**config.mk**
```make
export PLATFORM = sky130hd
export DESIGN_NAME = smg_decode_module
export DESIGN_NICKNAME = d
export VERILOG_FILES = /design/src/rtl/smg_decode_module.sv
export SDC_FILE = /design/constraint.sdc
export NUM_CORES = 1
export LEC_CHECK = 0
export BUFFER_PORTS_ARGS = -buffer_cell sky130_fd_sc_hd__buf_2
export CAP_MARGIN = 20
export CORE_AREA = 2 2 73 127
export DETAILED_ROUTE_END_ITERATION = 10
export DIE_AREA = 0 0 75 129
export GPL_ROUTABILITY_DRIVEN = 1
export PLACE_DENSITY = 0.69
export SYNTH_ARGS = -nofsm -noshare
export SYNTH_HDL_FRONTEND = slang
export SYNTH_SLANG_ARGS = --single-unit
```
**constraint.sdc**
```tcl
create_clock -name CLK -period 4.4 [get_ports CLK]
set_clock_uncertainty 0.1 [all_clocks]
set_input_delay 1.32 -clock CLK [delete_from_list [all_inputs] [get_ports CLK]]
set_output_delay 1.32 -clock CLK [all_outputs]
set_load 0.02 [all_outputs]
```
**src/rtl/smg_decode_module.sv**
```systemverilog
// smg_decode_module: samples a multiplexed active-low 7-segment bus and decodes each stable digit to a hex nibble.
// Optional macro SMG_DECODE_ERR_CNT_EN builds a saturating error counter on Err_Count; otherwise Err_Count is 0.
module smg_decode_module #(
    parameter int DIGITS     = 6,
    parameter int STABLE_CYC = 4
) (
    input  logic                CLK,
    input  logic                RSTn,
    input  logic [7:0]          SMG_Data,
    input  logic [DIGITS-1:0]   Scan_Sig,
    output logic [4*DIGITS-1:0] Number_Data,
    output logic [DIGITS-1:0]   Digit_Valid,
    output logic [DIGITS-1:0]   Digit_DP,
    output logic                Update,
    output logic                Pattern_Err,
    output logic [7:0]          Err_Count
);

    localparam int              SW       = (DIGITS > 1) ? $clog2(DIGITS) : 1;
    localparam logic [7:0]      STABLE_C = 8'(STABLE_CYC);
    localparam logic [DIGITS-1:0] SCAN_OFF = '1;

    typedef enum logic [1:0] {IDLE, SETTLE, HOLD} state_t;

    typedef struct packed {
        logic       known;
        logic       blank;
        logic [3:0] nib;
    } seg_dec_t;

    function automatic seg_dec_t decode_seg(input logic [6:0] seg);
        seg_dec_t d;
        d = '{known: 1'b1, blank: 1'b0, nib: 4'h0};
        case (seg)
            7'h40: d.nib = 4'h0;
            7'h79: d.nib = 4'h1;
            7'h24: d.nib = 4'h2;
            7'h30: d.nib = 4'h3;
            7'h19: d.nib = 4'h4;
            7'h12: d.nib = 4'h5;
            7'h02: d.nib = 4'h6;
            7'h78: d.nib = 4'h7;
            7'h00: d.nib = 4'h8;
            7'h10: d.nib = 4'h9;
            7'h08: d.nib = 4'hA;
            7'h03: d.nib = 4'hB;
            7'h46: d.nib = 4'hC;
            7'h21: d.nib = 4'hD;
            7'h06: d.nib = 4'hE;
            7'h0E: d.nib = 4'hF;
            7'h7F: begin
                d.known = 1'b0;
                d.blank = 1'b1;
            end
            default: d.known = 1'b0;
        endcase
        return d;
    endfunction

    logic [7:0]        r_smg, last_smg;
    logic [DIGITS-1:0] r_scan, last_scan;
    state_t            state, state_nxt;
    logic [7:0]        cnt, cnt_nxt, cnt_step;
    logic              scan_off, changed, commit, one_hot, err_evt;
    logic [DIGITS-1:0] scan_low;
    logic [SW-1:0]     sel;
    seg_dec_t          dec;
    logic [3:0]        new_nib;
    logic              new_valid, new_dp, dig_chg;

    // Input stage plus a one-cycle-older copy used to detect a change on the bus.
    always_ff @(posedge CLK) begin
        if (!RSTn) begin
            r_smg     <= 8'hFF;
            r_scan    <= SCAN_OFF;
            last_smg  <= 8'hFF;
            last_scan <= SCAN_OFF;
        end else begin
            // NOTE: non-blocking, so last_* captures the pre-edge r_* regardless of statement order.
            r_smg     <= SMG_Data;
            r_scan    <= Scan_Sig;
            last_smg  <= r_smg;
            last_scan <= r_scan;
        end
    end

    assign scan_off = (r_scan == SCAN_OFF);
    assign changed  = ({r_scan, r_smg} != {last_scan, last_smg});
    assign cnt_step = (state == SETTLE && !changed) ? cnt + 8'd1 : 8'd1;

    // FSM state register
    always_ff @(posedge CLK) begin
        if (!RSTn) begin
            state <= IDLE;
            cnt   <= '0;
        end else begin
            state <= state_nxt;
            cnt   <= cnt_nxt;
        end
    end

    // FSM next state: a new or changed pair restarts at 1; a stable pair counts up to STABLE_CYC.
    always_comb begin
        // NOTE: defaults first so every path assigns every output (no latch).
        state_nxt = state;
        cnt_nxt   = cnt;
        if (scan_off) begin
            state_nxt = IDLE;
            cnt_nxt   = '0;
        end else if (!(state == HOLD && !changed)) begin
            cnt_nxt   = cnt_step;
            state_nxt = (cnt_step == STABLE_C) ? HOLD : SETTLE;
        end
    end

    // FSM output: commit on the edge where the count reaches STABLE_CYC.
    always_comb begin
        commit = 1'b0;
        unique case (state)
            IDLE, SETTLE: commit = !scan_off && (cnt_step == STABLE_C);
            HOLD:         commit = !scan_off && changed && (cnt_step == STABLE_C);
            default:      commit = 1'b0;
        endcase
    end

    assign scan_low = ~r_scan;
    assign one_hot  = (scan_low != '0) && ((scan_low & (scan_low - DIGITS'(1))) == '0);
    assign dec      = decode_seg(r_smg[6:0]);
    assign err_evt  = commit && (!one_hot || (!dec.known && !dec.blank));

    always_comb begin
        sel = '0;
        for (int i = 0; i < DIGITS; i++) begin
            if (!r_scan[i]) sel = SW'(i);
        end
    end

    // Blank and unknown codes both invalidate the digit but keep its nibble and DP.
    always_comb begin
        new_nib   = Number_Data[{sel, 2'b00} +: 4];
        new_valid = 1'b0;
        new_dp    = Digit_DP[sel];
        if (dec.known) begin
            new_nib   = dec.nib;
            new_valid = 1'b1;
            new_dp    = ~r_smg[7];
        end
        dig_chg = (new_nib != Number_Data[{sel, 2'b00} +: 4]) ||
                  (new_valid != Digit_Valid[sel]) ||
                  (new_dp != Digit_DP[sel]);
    end

    always_ff @(posedge CLK) begin
        if (!RSTn) begin
            // NOTE: the per-digit store is ordinary flops, not a RAM, so it takes the reset too.
            Number_Data <= '0;
            Digit_Valid <= '0;
            Digit_DP    <= '0;
            Update      <= 1'b0;
            Pattern_Err <= 1'b0;
        end else begin
            Update <= commit && one_hot && dig_chg;
            if (err_evt) Pattern_Err <= 1'b1;
            if (commit && one_hot) begin
                Number_Data[{sel, 2'b00} +: 4] <= new_nib;
                Digit_Valid[sel]               <= new_valid;
                Digit_DP[sel]                  <= new_dp;
            end
        end
    end

`ifdef SMG_DECODE_ERR_CNT_EN
    always_ff @(posedge CLK) begin
        if (!RSTn) begin
            Err_Count <= 8'h00;
        end else if (err_evt && Err_Count != 8'hFF) begin
            Err_Count <= Err_Count + 8'd1;
        end
    end
`else
    assign Err_Count = 8'h00;
`endif

endmodule

```
==> results.toml, run 1 <==
[layout]
final_nets = 545
layout-drive-gt1-share_pct = 16.82
diodes = 0
final_core_util_pct = 55.90
syn2layout_area_growth_pct = 14.79

[critical_path]
rr_worst_depth = 6
timing.rr.start = "r_scan[3]"
required_ns = 4.54
critPathMaxFanout = 26
arrival_ns = 3.53
worstReg2RegEnd = "Number_Data[4]"
endpoint_kind = "flip-flop"
worstSetupPathType = "reg2reg"
rrSetupSlack_ns = 1.00
slowest_delay_ns = 0.83
crit_path_cell_trace = "xor2_1 > nor4_1 > nand4_1 > nor4_2 > nand4_1 > o31ai_1"
cpMostUsedCell = "nand4_1"
worstSetupStartpointType = "flip-flop"
cp_slowest_cell = "dfxtp_1"

[power_and_ir_drop]
cellPowerDensity_mw_per_mm2 = 375.4
p_leak_nw = 1.801
p_total_w = 0.001808
peakVddDrop_mv = 0.2551

[clock_network]
cts-resized-gates = 0
cts_tree = "built"
numCtsBuffers = 9
cts_root_buf = "clkbuf_16"
postCtsSetupBuffers = 0
insertion_delay_ns = 0.34
ctsHtreeMaxLevel = 3
cts_sinks = 76
clockBufferDepth = 2
cts_hold_buf = 0
clk_pin_slew_ns = 0.06

[drt]
ant_nets = 0
drc = 0
vias = 3960
wl_per_cell_um = 18.00
via_per_inst = 6.130
routed_wl_um = 11630
drt_first_iter_violations = 322
dr.pass1.iters = 6

[floorplanning]
initial_core_util_pct = 48.70
die-area_mm2 = 0.009675
core_region_area_mm2 = 0.008615
die_h_um = 129
die_w_um = 75
ios = 62
rows = 45

[timing]
period_share_pct = 77.20
slew_violations = 0
worst_slew_pin_slew_ns = 1.127
tns_ns = 0
hold_viol = 0
slew_headroom_pct = 24.22
rsz0062_at_grt = "false"
max_freq_mhz = 294.4
min_period_ns = 3.397
setup_viol = 0
finalWorstSetupSlack_ns = 1.003

[global_route]
overflow = 0
antenna_found_initial = 0
grt_pass1_vias = 3901
grt_start_max_net_pins = 36
grt_pass1_wl_um = 18950
grt_util_all_layers_pct = 25.48

[placed_design]
io_buffers = 53
dp_hpwl_um = 8355
post-place-ws_ns = 0.8852
place.gp.congestion = 0.9270

[flow_run]
cap_violations = 0

[synth]
yosysTopAreaCell = "dfxtp_1"
avgSynthCellArea_um2 = 8.492
synthArstFlopShare_pct = 0
seq_area_frac_synth_pct = 36.27
ys_top_cells_by_area = "dfxtp_1, o21ai_0, nand2b_1"
synth_edf_count = 0
netlist_area_mm2 = 0.004195
synth_ff_type = "dfxtp_1"
yosys.area.top_type_share_pct = 36.27
ys_warn_count = 0
ys_types = 71
ys_ff_latch = 76
synthCells = 494

[run_status]
status = "complete, no violations"

[min_path]
holdPathStages = 2
hold_start = "Pattern_Err"
hp-class = "reg2reg"
holdPathEnd = "Pattern_Err"
-- report_power, final --
group / internal (W) / switching (W) / total, W
registers: 0.000702 / 0.0000324 / 0.000734
logic: 0.0000591 / 0.000111 / 0.000170
clock network: 0.000627 / 0.000277 / 0.000904
total: 0.00139 / 0.000420 / 0.00181
-- cell type report --
class,instances,area (um^2)
Multi-Input combinational cell,365,2414
Tap cell,117,146.4
Clock buffer,12,246.5
Clock inverter,4,120.1
Inverter,16,60.06
Timing Repair Buffer,56,307.8
Sequential cell,76,1521
Fill cell,769,3799
-- synthesized netlist by cell type, types with 8 or more instances --
cell,n
nand2b_1,30
nor3_1,11
nor3b_1,14
inv_1,15
o21ai_0,42
nor2_1,18
a21oi_1,25
xor2_1,16
nand2_1,23
buf_2,9
o211ai_1,9
nand3_1,17
buf_4,9
o31ai_1,20
and2_1,9
or3_1,8
dfxtp_1,76
clkbuf_1,22
-- through the flow --
stage                     cells  area [um^2]  hold slack, ns
after floorplan             501         4222          0.3632
after global placement      629         4422          0.3596
after detailed placement    629         4422          0.3552
after CTS                   645         4788          0.3648
after global routing        646         4816          0.3892
final                       646         4816          0.3668
-- worst max-delay path, delay by kind of cell, from the launching register on --
kind	cells	cell delay, ns
and+or+nand+nor	4	1.82
AOI/OAI and AO/OA	1	0.35
xor gates and xnor gates	1	0.18
DFF	1	0.83
-- flip-flops by register name, indices dropped and copies added, names as in the netlist, 2 cells and up --
register,flops
Digit_Valid,6
r_scan,6
last_smg,8
Digit_DP,6
r_smg,8
state,2
cnt,8
Number_Data,24
last_scan,6
-- worst max path at each step --
stage	startpoint	end	slack, ns	cells after the start
after floorplan	r_scan[3]	Number_Data[1]	1.74	11
after global placement	r_scan[3]	Number_Data[3]	1.03	6
final	r_scan[3]	Number_Data[4]	1.00	6
after global routing	r_scan[4]	Number_Data[7]	0.71	6
after detailed placement	r_scan[3]	Number_Data[1]	0.89	6
after CTS	r_scan[3]	Number_Data[1]	0.85	6
-- cell usage in the layout, fill, tap and decap left out, types with 3 or more instances in the layout --
cell type	n
dfxtp_1	76
buf_2	53
o21ai_0	42
nand2b_1	30
a21oi_1	25
nand2_1	23
o31ai_1	20
nor2_1	18
nand3_1	17
xor2_1	16
inv_1	15
nor3b_1	14
nor3_1	11
o211ai_1	9
and2_1	9
clkbuf_16	9
or3_1	8
conb_1	8
nand4_1	6
nand3b_1	6
o221ai_1	6
o2111ai_1	6
nor4_1	5
a211oi_1	5
mux2_2	5
a41oi_1	5
ha_1	5
xnor2_1	4
nor4_2	4
or4_1	4
bufinv_16	4
and3_1	3
a31oi_1	3
o311ai_1	3
-- kinds of logic (layout without fill, tap and decap cells) --
logic type      after synthesis  after routing  share of synthesized area [%]
simple gates                175            175                          24.93
compound gates              151            151                          24.49
flops                        76             76                          36.27
buf+inv                      60             88                          6.978
xor+xnor                     20             20                          4.175
fa+ha+maj                     6              6                          1.730
mux                           5              5                          1.342
other cells                   1              8                        0.08939
-- metal layers --
layer / track usage [%] / vias up / part of all wire (%)
met5: 0 / - / 0
met2: 43.55 / 150 / 53
met4: 15.23 / 0 / 4.7
li1: - / 1879 / -
met1: 28.16 / 1891 / 37
met3: 5.012 / 40 / 5.1
Note: power is estimated with default switching activity, not from simulation.
==> inputs of run 2 (changes only) <==
- ABC_AREA: not set -> 1
- clock period: 4.4 -> 3.5 ns (I/O delays scaled with it)
==> results.toml, run 2 <==
[timing]
max_freq_mhz = 306.8
worst_slew_pin_slew_ns = 0.7183
setup_viol = 0
slew_violations = 0
hold_viol = 0
finalWorstSetupSlack_ns = 0.2407
period_share_pct = 93.12
slew_headroom_pct = 51.79
min_period_ns = 3.259
rsz0062_at_grt = "false"
tns_ns = 0

[clock_network]
cts_sinks = 76
clockBufferDepth = 2
cts_tree = "built"
clk_pin_slew_ns = 0.06
insertion_delay_ns = 0.34
cts_hold_buf = 0
cts_root_buf = "clkbuf_16"
numCtsBuffers = 9
ctsHtreeMaxLevel = 3

[layout]
final_core_util_pct = 57.10
fin_cells = 871
regMostFlops = "Number_Data"
syn2layout_area_growth_pct = 17.20
largest_reg_flops = 24
layout-drive-gt1-share_pct = 13.26
diodes = 0
layout_common_cells = "nand2_1, nor2_1, inv_1"
layout_commonest_cell = "nand2_1"
final_nets = 770

[synth]
synthArstFlopShare_pct = 0
synth_edf_count = 0
synthCells = 693
netlist_area_mm2 = 0.004197
avgSynthCellArea_um2 = 6.056
synth_ff_type = "dfxtp_1"
ys_ff_latch = 76
ys_top_cells_by_area = "dfxtp_1, nand2_1, nor2_1"
ys_types = 35
yosys.area.top_type_share_pct = 36.26
synth.most_common_cell = "nand2_1"
yosysTopAreaCell = "dfxtp_1"
synthTopCellsByCount = "nand2_1, nor2_1, inv_1, dfxtp_1, nand3_1"
seq_area_frac_synth_pct = 36.26
ys_warn_count = 0

[drt]
dr.pass1.iters = 5
routed_wl_um = 12470
drt_first_iter_violations = 288
ant_nets = 0
drc = 0
wl_per_cell_um = 14.32
via_per_inst = 5.014
vias = 4367

[run_status]
status = "complete, no violations"

[global_route]
antenna_found_initial = 0
grt_pass1_wl_um = 19400
grt_pass1_vias = 4079
grt_start_max_net_pins = 47
overflow = 0
grt_util_all_layers_pct = 26.96

[floorplanning]
die-area_mm2 = 0.009675
die_w_um = 75
die_h_um = 129
core_region_area_mm2 = 0.008615
ios = 62
rows = 45
initial_core_util_pct = 48.71

[placed_design]
dp_hpwl_um = 9798
post-place-ws_ns = 0.06530
io_buffers = 53
place.gp.congestion = 1.003
dp_cells = 854

[flow_run]
cap_violations = 0

[critical_path]
arrival_ns = 3.39
critPathMaxFanout = 14
worstSetupPathType = "reg2reg"
required_ns = 3.63
endpoint_kind = "flip-flop"
worstSetupStartpointType = "flip-flop"

[min_path]
hp-class = "reg2reg"

[power_and_ir_drop]
peakVddDrop_mv = 0.4762
cellPowerDensity_mw_per_mm2 = 470.0
p_leak_nw = 2.563
-- run 2: cell count changes in the layout (fill, tap and decap cells not counted), moves of 15 or more --
cell,change
o31ai_1,-20
nand2_1,+197
xor2_1,-15
nand2b_1,-30
nor2_1,+146
inv_1,+62
o21ai_0,-26
-- run 2: final timing paths --
path	end	from	slack, ns	depth (start not counted)
setup / recovery	Number_Data[11]	r_scan[1]	0.24	13
hold reg to reg	Pattern_Err	Pattern_Err	0.35	2
hold / removal	Pattern_Err	Pattern_Err	0.35	2
setup reg to reg	Number_Data[11]	r_scan[1]	0.24	13
-- run 2: what timing repair did --
action,CTS,global route
endpoints found under the setup margin,0,4
endpoints found under the hold margin,0,0
setup buffers,0,1
gates resized for setup,0,0
-- run 2: routing by layer --
layer	up-vias	routed length, um	GRT usage, %
met1	1967	4543	27.88
met4	0	642	15.44
met5	-	0	0
met2	128	6810	49.28
li1	2232	-	-
met3	40	476	3.994
-- run 2: critical path, cell delays in order, from the launching register on --
cell	delay, ns
dfxtp_1	0.35
inv_1	0.14
nand2_1	0.07
nand2_1	0.20
nand2_1	0.24
buf_4	0.28
ha_1	0.22
ha_1	0.42
nand2_1	0.20
nor4_1	0.42
nand4_1	0.14
buf_4	0.20
nor2_1	0.11
nor2_1	0.05
-- run 2: logic make-up after synthesis --
logic type	share of synthesized area (%)
flops	36.26
fa+ha+maj	1.491
simple gates	45.95
other cells	0.08936
buf+inv	10.08
compound gates	5.099
xor+xnor	1.043
-- run 2: report_power, final --
| group | switching, W | leakage (nW) | total (W) | internal (W) |
|---|---|---|---|---|
| Combinational | 0.000197 | 1.77 | 0.000273 | 0.0000758 |
| Clock | 0.000369 | 0.173 | 0.00114 | 0.000770 |
| Sequential | 0.0000169 | 0.620 | 0.000899 | 0.000882 |
-- run 2: final cells by class --
class | count | area, um^2
timing repair buffer | 57 | 295.3
multi-input combinational | 522 | 2278
inverter | 83 | 311.5
fill | 867 | 3696
sequential | 76 | 1521
clock buffer | 10 | 229.0
tap | 117 | 146.4
clock inverter | 6 | 136.4
-- run 2: through the flow --
stage	hold WS, ns	cell area [um^2]	total power, W
final	0.3543	4918	0.002312
after global routing	0.3743	4918	0.002393
after CTS	0.3550	4911	0.002323
after detailed placement	0.3458	4546	0.001188
after global placement	0.3366	4546	0.001189
after floorplan	0.3453	4223	0.001113
==> inputs of run 3 (changes only) <==
- CELL_PAD_IN_SITES_DETAIL_PLACEMENT: not set -> 1
- CELL_PAD_IN_SITES_GLOBAL_PLACEMENT: not set -> 1
- CORE_AREA: 2 2 73 127 -> 2 2 82 143
- DIE_AREA: 0 0 75 129 -> 0 0 84 145
- PLACE_DENSITY: 0.69 -> not set
- PLACE_DENSITY_LB_ADDON: not set -> 0.1
==> results.toml, run 3 (same netlist as run 2, synthesis figures left out) <==
[run_status]
status = "complete, no violations"

[timing]
hold_viol = 0
slew_headroom_pct = 44.76
max_freq_mhz = 309.3
min_period_ns = 3.233
rsz0062_at_grt = "false"
slew_violations = 0
period_share_pct = 92.36
tns_ns = 0
worst_slew_pin_slew_ns = 0.8231
setup_viol = 0

[drt]
vias = 4445
routed_wl_um = 13970
drc = 0
ant_nets = 0
via_per_inst = 5.000
wl_per_cell_um = 15.72
drt_first_iter_violations = 166
dr.pass1.iters = 4

[clock_network]
ctsHtreeMaxLevel = 3
clockBufferDepth = 2
postCtsSetupBuffers = 0
clk_pin_slew_ns = 0.07
numCtsBuffers = 9
cts_tree = "built"
cts_sinks = 76
cts_root_buf = "clkbuf_16"
cts-resized-gates = 0
cts_hold_buf = 0
insertion_delay_ns = 0.34

[critical_path]
timing.rr.start = "r_scan[2]"
arrival_ns = 3.36
startpoint = "r_scan[2]"
required_ns = 3.63
critPathBufInv = 1
worstSetupStartpointType = "flip-flop"
crit_path_cell_trace = "nand2_1 > nand2_1 > nand2_1 > buf_4 > ha_1 > ha_1 > nand2_1 > nor4_1 > nand4_1 > nor2_1 > nor2_1"
cp_slowest_cell = "dfxtp_1"
worst_path_dominant_cell_family = "simple AND/OR/NAND/NOR gates"
rrSetupSlack_ns = 0.27
cpMostUsedCell = "nand2_1"
slowest_delay_ns = 0.45
worstSetupPathType = "reg2reg"
rr_worst_depth = 11
critPathMaxFanout = 20
endpoint_kind = "flip-flop"
worstReg2RegEnd = "Number_Data[8]"

[layout]
syn2layout_area_growth_pct = 16.67
final_nets = 773
layout-drive-gt1-share_pct = 13.74
fillers = 1571
layout_commonest_cell = "nand2_1"
fin_cells = 889
layout_common_cells = "nand2_1, nor2_1, inv_1"
regMostFlops = "Number_Data"
diodes = 0
largest_reg_flops = 24

[floorplanning]
ios = 62
die_h_um = 145
die-area_mm2 = 0.01218
core_region_area_mm2 = 0.01104
initial_core_util_pct = 38.01
rows = 51
die_w_um = 84

[global_route]
antenna_found_initial = 0
grt_pass1_wl_um = 22990
grt_pass1_vias = 4801
grt_util_all_layers_pct = 23.89
overflow = 0
grt_start_max_net_pins = 30

[placed_design]
place.gp.congestion = 0.9323
io_buffers = 53
dp_cells = 873
dp_hpwl_um = 11320

[power_and_ir_drop]
cellPowerDensity_mw_per_mm2 = 436.7
peakVddDrop_mv = 0.2532
p_leak_nw = 2.548

[min_path]
hp-class = "reg2reg"
hold_start = "Pattern_Err"
holdPathStages = 2
holdPathEnd = "Pattern_Err"

[flow_run]
cap_violations = 0
-- run 3: cell count changes in the layout (fill, tap and decap cells not counted), sizes merged --
| cell | change |
|---|---|
| buf | +3 |
| bufinv | -3 |
| clkinv | +2 |
| clkbuf | -1 |
| clkinvlp | +1 |
| inv | +1 |
-- run 3: worst register-to-register path: stages, from the launching register on --
cell and delay [ns]:
dfxtp_1 0.45, nand2_1 0.10, nand2_1 0.24, nand2_1 0.13, buf_4 0.24, ha_1 0.22
ha_1 0.42, nand2_1 0.20, nor4_1 0.32, nand4_1 0.41, nor2_1 0.23, nor2_1 0.07
-- run 3: how the worst max path moves through the flow --
| stage | depth (start not counted) | slack (ns) | to |
|---|---|---|---|
| after CTS | 11 | 0.20 | Number_Data[8] |
| final | 11 | 0.27 | Number_Data[8] |
| after global routing | 13 | 0.06 | Number_Data[9] |
| after global placement | 12 | 0.31 | Number_Data[8] |
| after floorplan | 14 | 0.85 | Number_Data[10] |
| after detailed placement | 11 | 0.25 | Number_Data[8] |
-- run 3: per-layer routing --
metal	up-vias	share of wire [%]	global-route usage, %
met5	-	0	0
met4	0	3.0	8.790
met3	29	2.7	3.299
met2	81	56	47.12
met1	2101	38	24.74
li1	2234	-	-
-- run 3: stage by stage --
step                      cell area, um^2  utilization (%)  total power [W]  worst slack [ns]  hold WS, ns
after floorplan                      4223                -         0.001113            0.8528       0.3453
after global placement               4594            41.62         0.001192            0.3146       0.3398
after detailed placement             4594            41.62         0.001201            0.2459       0.3495
after CTS                            4896            44.35         0.002165            0.2040       0.3590
after global routing                 4896            44.35         0.002236           0.05567       0.3997
final                                4896            44.35         0.002138            0.2673       0.3550
-- run 3: where the power goes --
part           total (W)  switching (W)  internal (W)
Sequential      0.000900      0.0000178      0.000882
Clock           0.000955       0.000399      0.000556
Combinational   0.000283       0.000201     0.0000819
Total            0.00214       0.000619       0.00152
-- run 3: area by class of cell --
type	instances	area [um^2]	share of cell area (%)
multi-input combinational	522	2278	46.54
timing repair buffer	60	317.8	6.491
tap	132	165.2	3.373
clock buffer	9	225.2	4.600
sequential	76	1521	31.08
inverter	83	311.5	6.363
clock inverter	7	76.32	1.559
